`src/rtl/regfile_wb_ctrl_pkg.sv`:
```
// Shared definitions for the register-file writeback path: data width,
// register address width, the commit phase and the buffered request record.
package regfile_wb_ctrl_pkg;

  localparam int          XLEN       = 32;
  localparam int          REG_ADDR_W = 5;
  localparam logic [1:0]  PHASE_WB   = 2'd1;

  typedef struct packed {
    logic [REG_ADDR_W-1:0] rd;
    logic [XLEN-1:0]       data;
  } wb_req_t;

endpackage

```
`src/rtl/wb_fifo.sv`:
```
// In-order writeback buffer. Besides the usual head/count view it exposes
// every entry, a valid mask and the read pointer so the controller can run
// its busy/forward compare across everything still in flight.
module wb_fifo
  import regfile_wb_ctrl_pkg::*;
#(
  parameter  int DEPTH = 4,
  localparam int PTR_W = $clog2(DEPTH),
  localparam int CNT_W = PTR_W + 1
) (
  input  logic                 clk,
  input  logic                 rst_n,
  input  logic                 i_flush,
  input  logic                 i_push,
  input  wb_req_t              i_push_req,
  input  logic                 i_pop,
  output wb_req_t              o_head,
  output logic [CNT_W-1:0]     o_count,
  output logic                 o_full,
  output wb_req_t [DEPTH-1:0]  o_entries,
  output logic [DEPTH-1:0]     o_valid,
  output logic [PTR_W-1:0]     o_rd_ptr
);

  wb_req_t [DEPTH-1:0] r_mem;
  logic [PTR_W-1:0]    r_rd_ptr;
  logic [PTR_W-1:0]    r_wr_ptr;
  logic [CNT_W-1:0]    r_count;
  logic [PTR_W-1:0]    w_vidx;
  logic [DEPTH-1:0]    w_valid;

  // Storage, pointers and occupancy; flush empties the buffer and beats push/pop.
  always_ff @(posedge clk or negedge rst_n) begin
    if (!rst_n) begin
      r_mem    <= '0;
      r_rd_ptr <= '0;
      r_wr_ptr <= '0;
      r_count  <= '0;
    end else if (i_flush) begin
      r_rd_ptr <= '0;
      r_wr_ptr <= '0;
      r_count  <= '0;
    end else begin
      if (i_push) begin
        r_mem[r_wr_ptr] <= i_push_req;
        r_wr_ptr        <= r_wr_ptr + PTR_W'(1);
      end
      if (i_pop) begin
        r_rd_ptr <= r_rd_ptr + PTR_W'(1);
      end
      if (i_push && !i_pop) begin
        r_count <= r_count + CNT_W'(1);
      end else if (!i_push && i_pop) begin
        r_count <= r_count - CNT_W'(1);
      end
    end
  end

  // An entry is live when its distance from the head is below the count.
  always_comb begin
    w_valid = '0;
    w_vidx  = '0;
    for (int k = 0; k < DEPTH; k++) begin
      w_vidx = r_rd_ptr + PTR_W'(k);
      if (CNT_W'(k) < r_count) begin
        w_valid[w_vidx] = 1'b1;
      end
    end
  end

  assign o_head    = r_mem[r_rd_ptr];
  assign o_count   = r_count;
  assign o_full    = (r_count == CNT_W'(DEPTH));
  assign o_entries = r_mem;
  assign o_valid   = w_valid;
  assign o_rd_ptr  = r_rd_ptr;

endmodule

```
`src/rtl/regfile_wb_ctrl.sv`:
```
// Write-side initiator for the register file. Arbitrates load/ALU writeback
// requests (load first, it is the older instruction), buffers them in order
// and presents the head to the register file, which commits on the edge
// where state==PHASE_WB. Decode gets busy flags and the youngest pending
// value for two query registers.
//
// Handshake: a request is taken on a rising clk edge when valid and ready
// are both high in the cycle before it; ready depends only on registered
// occupancy (and ld_valid for the ALU port), never on state, so a pop in
// the same edge does not make room for a push.
module regfile_wb_ctrl
  import regfile_wb_ctrl_pkg::*;
#(
  parameter int DEPTH = 4
) (
  input  logic                  clk,
  input  logic                  rst_n,
  input  logic [1:0]            state,
  input  logic                  flush,
  input  logic                  alu_valid,
  input  logic [REG_ADDR_W-1:0] alu_rd,
  input  logic [XLEN-1:0]       alu_data,
  output logic                  alu_ready,
  input  logic                  ld_valid,
  input  logic [REG_ADDR_W-1:0] ld_rd,
  input  logic [XLEN-1:0]       ld_data,
  output logic                  ld_ready,
  input  logic [REG_ADDR_W-1:0] q_rs1,
  input  logic [REG_ADDR_W-1:0] q_rs2,
  output logic                  busy1,
  output logic                  busy2,
  output logic [XLEN-1:0]       fwd1_data,
  output logic [XLEN-1:0]       fwd2_data,
  output logic [REG_ADDR_W-1:0] rd,
  output logic [XLEN-1:0]       writedata,
  output logic                  regwrite
);

  localparam int PTR_W = $clog2(DEPTH);
  localparam int CNT_W = PTR_W + 1;

  wb_req_t             w_head;
  wb_req_t             w_push_req;
  wb_req_t [DEPTH-1:0] w_entries;
  logic [DEPTH-1:0]    w_valid;
  logic [PTR_W-1:0]    w_rd_ptr;
  logic [CNT_W-1:0]    w_count;
  logic                w_full;
  logic                w_ld_acc;
  logic                w_alu_acc;
  logic                w_push;
  logic                w_pop;
  logic [PTR_W-1:0]    w_fidx;

  assign ld_ready  = !w_full;
  assign alu_ready = !w_full && !ld_valid;
  assign w_ld_acc  = ld_valid && ld_ready;
  assign w_alu_acc = alu_valid && alu_ready;

  // x0 writes are acknowledged but dropped: they have no architectural effect.
  assign w_push_req = w_ld_acc ? wb_req_t'{rd: ld_rd, data: ld_data}
                               : wb_req_t'{rd: alu_rd, data: alu_data};
  assign w_push     = (w_ld_acc || w_alu_acc) && (w_push_req.rd != '0);
  assign w_pop      = (state == PHASE_WB) && (w_count != '0);

  wb_fifo #(.DEPTH(DEPTH)) u_fifo (
    .clk        (clk),
    .rst_n      (rst_n),
    .i_flush    (flush),
    .i_push     (w_push),
    .i_push_req (w_push_req),
    .i_pop      (w_pop),
    .o_head     (w_head),
    .o_count    (w_count),
    .o_full     (w_full),
    .o_entries  (w_entries),
    .o_valid    (w_valid),
    .o_rd_ptr   (w_rd_ptr)
  );

  // Head goes straight to the register file; idle outputs are forced to zero.
  assign regwrite  = (w_count != '0);
  assign rd        = regwrite ? w_head.rd   : '0;
  assign writedata = regwrite ? w_head.data : '0;

  // Walk oldest to youngest so the last match seen is the youngest pending value.
  always_comb begin
    busy1     = 1'b0;
    busy2     = 1'b0;
    fwd1_data = '0;
    fwd2_data = '0;
    w_fidx    = '0;
    for (int k = 0; k < DEPTH; k++) begin
      w_fidx = w_rd_ptr + PTR_W'(k);
      if (w_valid[w_fidx] && (q_rs1 != '0) && (w_entries[w_fidx].rd == q_rs1)) begin
        busy1     = 1'b1;
        fwd1_data = w_entries[w_fidx].data;
      end
      if (w_valid[w_fidx] && (q_rs2 != '0) && (w_entries[w_fidx].rd == q_rs2)) begin
        busy2     = 1'b1;
        fwd2_data = w_entries[w_fidx].data;
      end
    end
  end

endmodule

```
`config.mk`:
```
export PLATFORM = sky130hd
export DESIGN_NAME = regfile_wb_ctrl
export DESIGN_NICKNAME = d
export VERILOG_FILES = /design/src/rtl/regfile_wb_ctrl_pkg.sv /design/src/rtl/wb_fifo.sv /design/src/rtl/regfile_wb_ctrl.sv
export SDC_FILE = /design/constraint.sdc
export NUM_CORES = 1
export LEC_CHECK = 0
export BUFFER_PORTS_ARGS = -buffer_cell sky130_fd_sc_hd__buf_2
export CAP_MARGIN = 15
export CORE_UTILIZATION = 55
export CTS_BUF_LIST = sky130_fd_sc_hd__clkbuf_4 sky130_fd_sc_hd__clkbuf_8
export CTS_CLUSTER_SIZE = 30
export DETAILED_ROUTE_END_ITERATION = 8
export MAX_ROUTING_LAYER = met4
export PLACE_DENSITY_LB_ADDON = 0.3
export SLEW_MARGIN = 15
export SYNTH_ARGS = -nofsm -noshare
export SYNTH_HDL_FRONTEND = slang
export SYNTH_HIERARCHICAL = 1
export SYNTH_SLANG_ARGS = --single-unit
```
`constraint.sdc`:
```
create_clock -name clk -period 6.7 [get_ports clk]
set_input_delay 1.34 -clock clk [delete_from_list [all_inputs] [get_ports clk]]
set_output_delay 1.34 -clock clk [all_outputs]
set_load 0.03 [all_outputs]
```
==> results.toml <==
[timing]
max_freq_mhz = 160.4
tns_ns = 0
slew_headroom_pct = 21.05
rsz0062_at_grt = "no"
period_minus_slack_ns = 6.236
report.final.setup_viol = 0
drv_slew = 0
worst_pin_slew_ns = 1.184
post-route-period-util_pct = 93.07
holdWs_ns = 0.5552
hold_viol_final = 0
final.setup_skew_ns = 0.01998

[clock_tree]
cts.path.max_buffers = 2
cts-buffers-inserted = 17
cts.sinks = 155
postCtsResizedCells = 0
root_buffer = "clkbuf_8"
hold_buffers = 0
postCtsSetupBuffers = 0
clock_latency_ns = 0.47
h-tree-depth = 4
cts.reportedPaths.clkPinSlew_ns = 0.10
tritoncts = "done"

[placement]
port_buffers = 196
place_area_mm2 = 0.01654
hpwl_um = 28420
globalplace.congestion = 0.9385
place_inst = 2047

[power_and_ir_drop]
internal-power_mw = 3.794
pwr-share-comb_pct = 58.6
power.density_mw_per_mm2 = 413.1
ir_drop_uv = 186.2
power_mw = 7.029
p_seq_share_pct = 29.1
sw_frac_of_total_pct = 46.02
p_clk_share_pct = 12.3
cellLeakagePower_nw = 7.532
power.net_switching_mw = 3.235

[routing]
routed_wl_um = 45360
drc = 0
post_drt_wl_per_cell_um = 21.82
drt_iter0_markers = 1441
dr.pass1.iters = 8
routed-via-count = 13554
final_antenna_net_count = 0
routed_via_density = 6.519

[grt]
grt_pass1_vias = 12849
grt_antenna_before_repair = 1
grt_pass1_wl_um = 70590
grt_util_all_layers_pct = 31.90
grt-ovfl-total = 0
grt_start_max_net_pins = 87

[worst_setup_path]
ff2ff_setup_slack_ns = 2.44
required_ns = 5.36
path_max_fanout = 35
worst_setup_path_start_kind = "flop"
crit_type = "flop to primary output"
cp-end-kind = "primary output"
crit_arrival_ns = 4.90
ff2ff_path_depth = 10

[die]
std_cell_rows = 61
core_region_area_mm2 = 0.02793
dieArea_mm2 = 0.02928
dieHeight_um = 171.1
initial_utilization_pct = 56.31
ios = 197
die_w_um = 171.1

[cells_and_area]
design_area_mm2 = 0.01702
drive_gt1_share_pct = 31.47
area_growth_pct = 8.177
final_common_cell = "nand2_1"
fin_nets = 1792
stdcell_count = 2079
final_cell_mix = "244 x nand2_1, 209 x mux2i_1, 195 x buf_2, 153 x dfrtp_1, 140 x nor2_1"

[logic_synthesis]
yosysTopAreaCellShare_pct = 24.66
synth_edf_count = 0
synth_compound_area_share_pct = 10.66
synth_cells = 1599
ys_seq_area_share_pct = 24.66
yosys.area_share.adder_pct = 1.034
synth_warnings = 6
ys_ff_latch = 155
ys_types = 64
syn_area_per_cell_um2 = 9.837
synth-xor-area-share_pct = 2.506
synth_ff_type = "dfrtp_1"
syn-num-nets = 1703
synthArstFlopShare_pct = 100.0
synth_top_family_by_area = "multiplexers"
synthSimpleGateAreaFrac_pct = 15.67
yosysTopAreaCell = "dfrtp_1"
synth.mux.area_fraction_pct = 39.29
synth_area_leaders = "dfrtp_1 25%, mux2i_1 13%, mux2_4 11%"
syn_area_mm2 = 0.01573

[min_path]
holdPathStages = 1
hold_class = "flop to flop"

[outcome]
outcome = "completed"

[job]
maxCapViolCount = 0
## flip-flops by register name, indices dropped and copies added, names as in the netlist
name / flops
u_fifo/o_rd_ptr: 2
u_fifo/o_entries: 148
u_fifo/o_count: 3
u_fifo/r_wr_ptr: 2
## synth_stat cells (all sizes together), types with 3 or more instances
library cell  number
nor2             141
a221oi             4
dfrtp            155
a21oi              9
nand2            248
o22ai             33
clkbuf            74
a211oi             7
nor3              13
a31oi             29
o22a              30
o311ai            28
o221ai            27
mux4              65
nor2b             40
o31ai             33
nor4               5
and2               3
nand4              7
buf               79
mux2i            209
xor2              25
o21ai              9
xnor2             20
or3               56
ha                13
nand2b             3
mux2             193
inv               12
## metrics by stage
| stage | utilization (%) | setup WS [ns] |
|---|---|---|
| 2_1_floorplan | - | 1.299 |
| 3_3_place_gp | 59.22 | 1.175 |
| 3_5_place_dp | 59.22 | 1.094 |
| 4_1_cts | 60.91 | 0.5738 |
| 5_1_grt | 60.92 | 0.2548 |
| 6_report | 60.92 | 0.4640 |
## power by group through the flow
stage / combinational, mW / sequential [mW] / clock (mW)
2_1_floorplan: 3.36 / 1.80 / 0
3_3_place_gp: 3.97 / 2.00 / 0
3_5_place_dp: 4.06 / 2.03 / 0
4_1_cts: 4.08 / 2.02 / 0.879
5_1_grt: 4.44 / 2.11 / 0.915
6_report: 4.12 / 2.05 / 0.865
## routing by layer
layer  GRT usage (%)  vias to the layer above  routed length, µm
met5               -                        -                  0
met4           12.97                        0               1384
met3           3.747                      100               3359
met2           49.73                      706              21380
met1           42.24                     6673              19230
li1                -                     6075                  -
## cell families after synthesis
kind of cell	count (synthesis)
AOI/OAI and AO/OA	222
xor gates and xnor gates	45
adders and majority gates	13
buffers and inverters	165
DFF	155
muxes	467
and+or+nand+nor	532
## critical path, stage by stage, from the launching register on
cell and delay, ns:
dfrtp_4 0.76, inv_1 0.18, ha_1 0.32, nor3_1 0.23, nor2_1 0.06, a2bb2oi_1 0.15, mux4_2 0.51, a21boi_0 0.16
and3_1 0.21, and3_2 0.25, nor2_4 0.59, buf_4 0.33, a221oi_1 0.10, nor2_1 0.31, buf_2 0.26
## layout make-up
class	instances	area, µm²
clock inverter	10	188.9
fill	2372	10920
inverter	12	47.55
sequential	155	3886
clock buffer	21	282.8
multi-input combinational	1279	10920
timing repair buffer	223	1215
tap	378	473.0
antenna	1	2.502
## path summary, 6_finish.rpt
check	startpoint	to
max	u_fifo/o_rd_ptr[1]	fwd1_data[0]
min	u_fifo/o_entries[40]	u_fifo/o_entries[40]
max reg2reg	u_fifo/o_count[0]	u_fifo/o_entries[111]
min reg2reg	u_fifo/o_entries[40]	u_fifo/o_entries[40]
max in group asynchronous	rst_n	u_fifo/o_rd_ptr[1]
min in group asynchronous	rst_n	u_fifo/o_entries[62]
(Power assumes the default switching activity.)
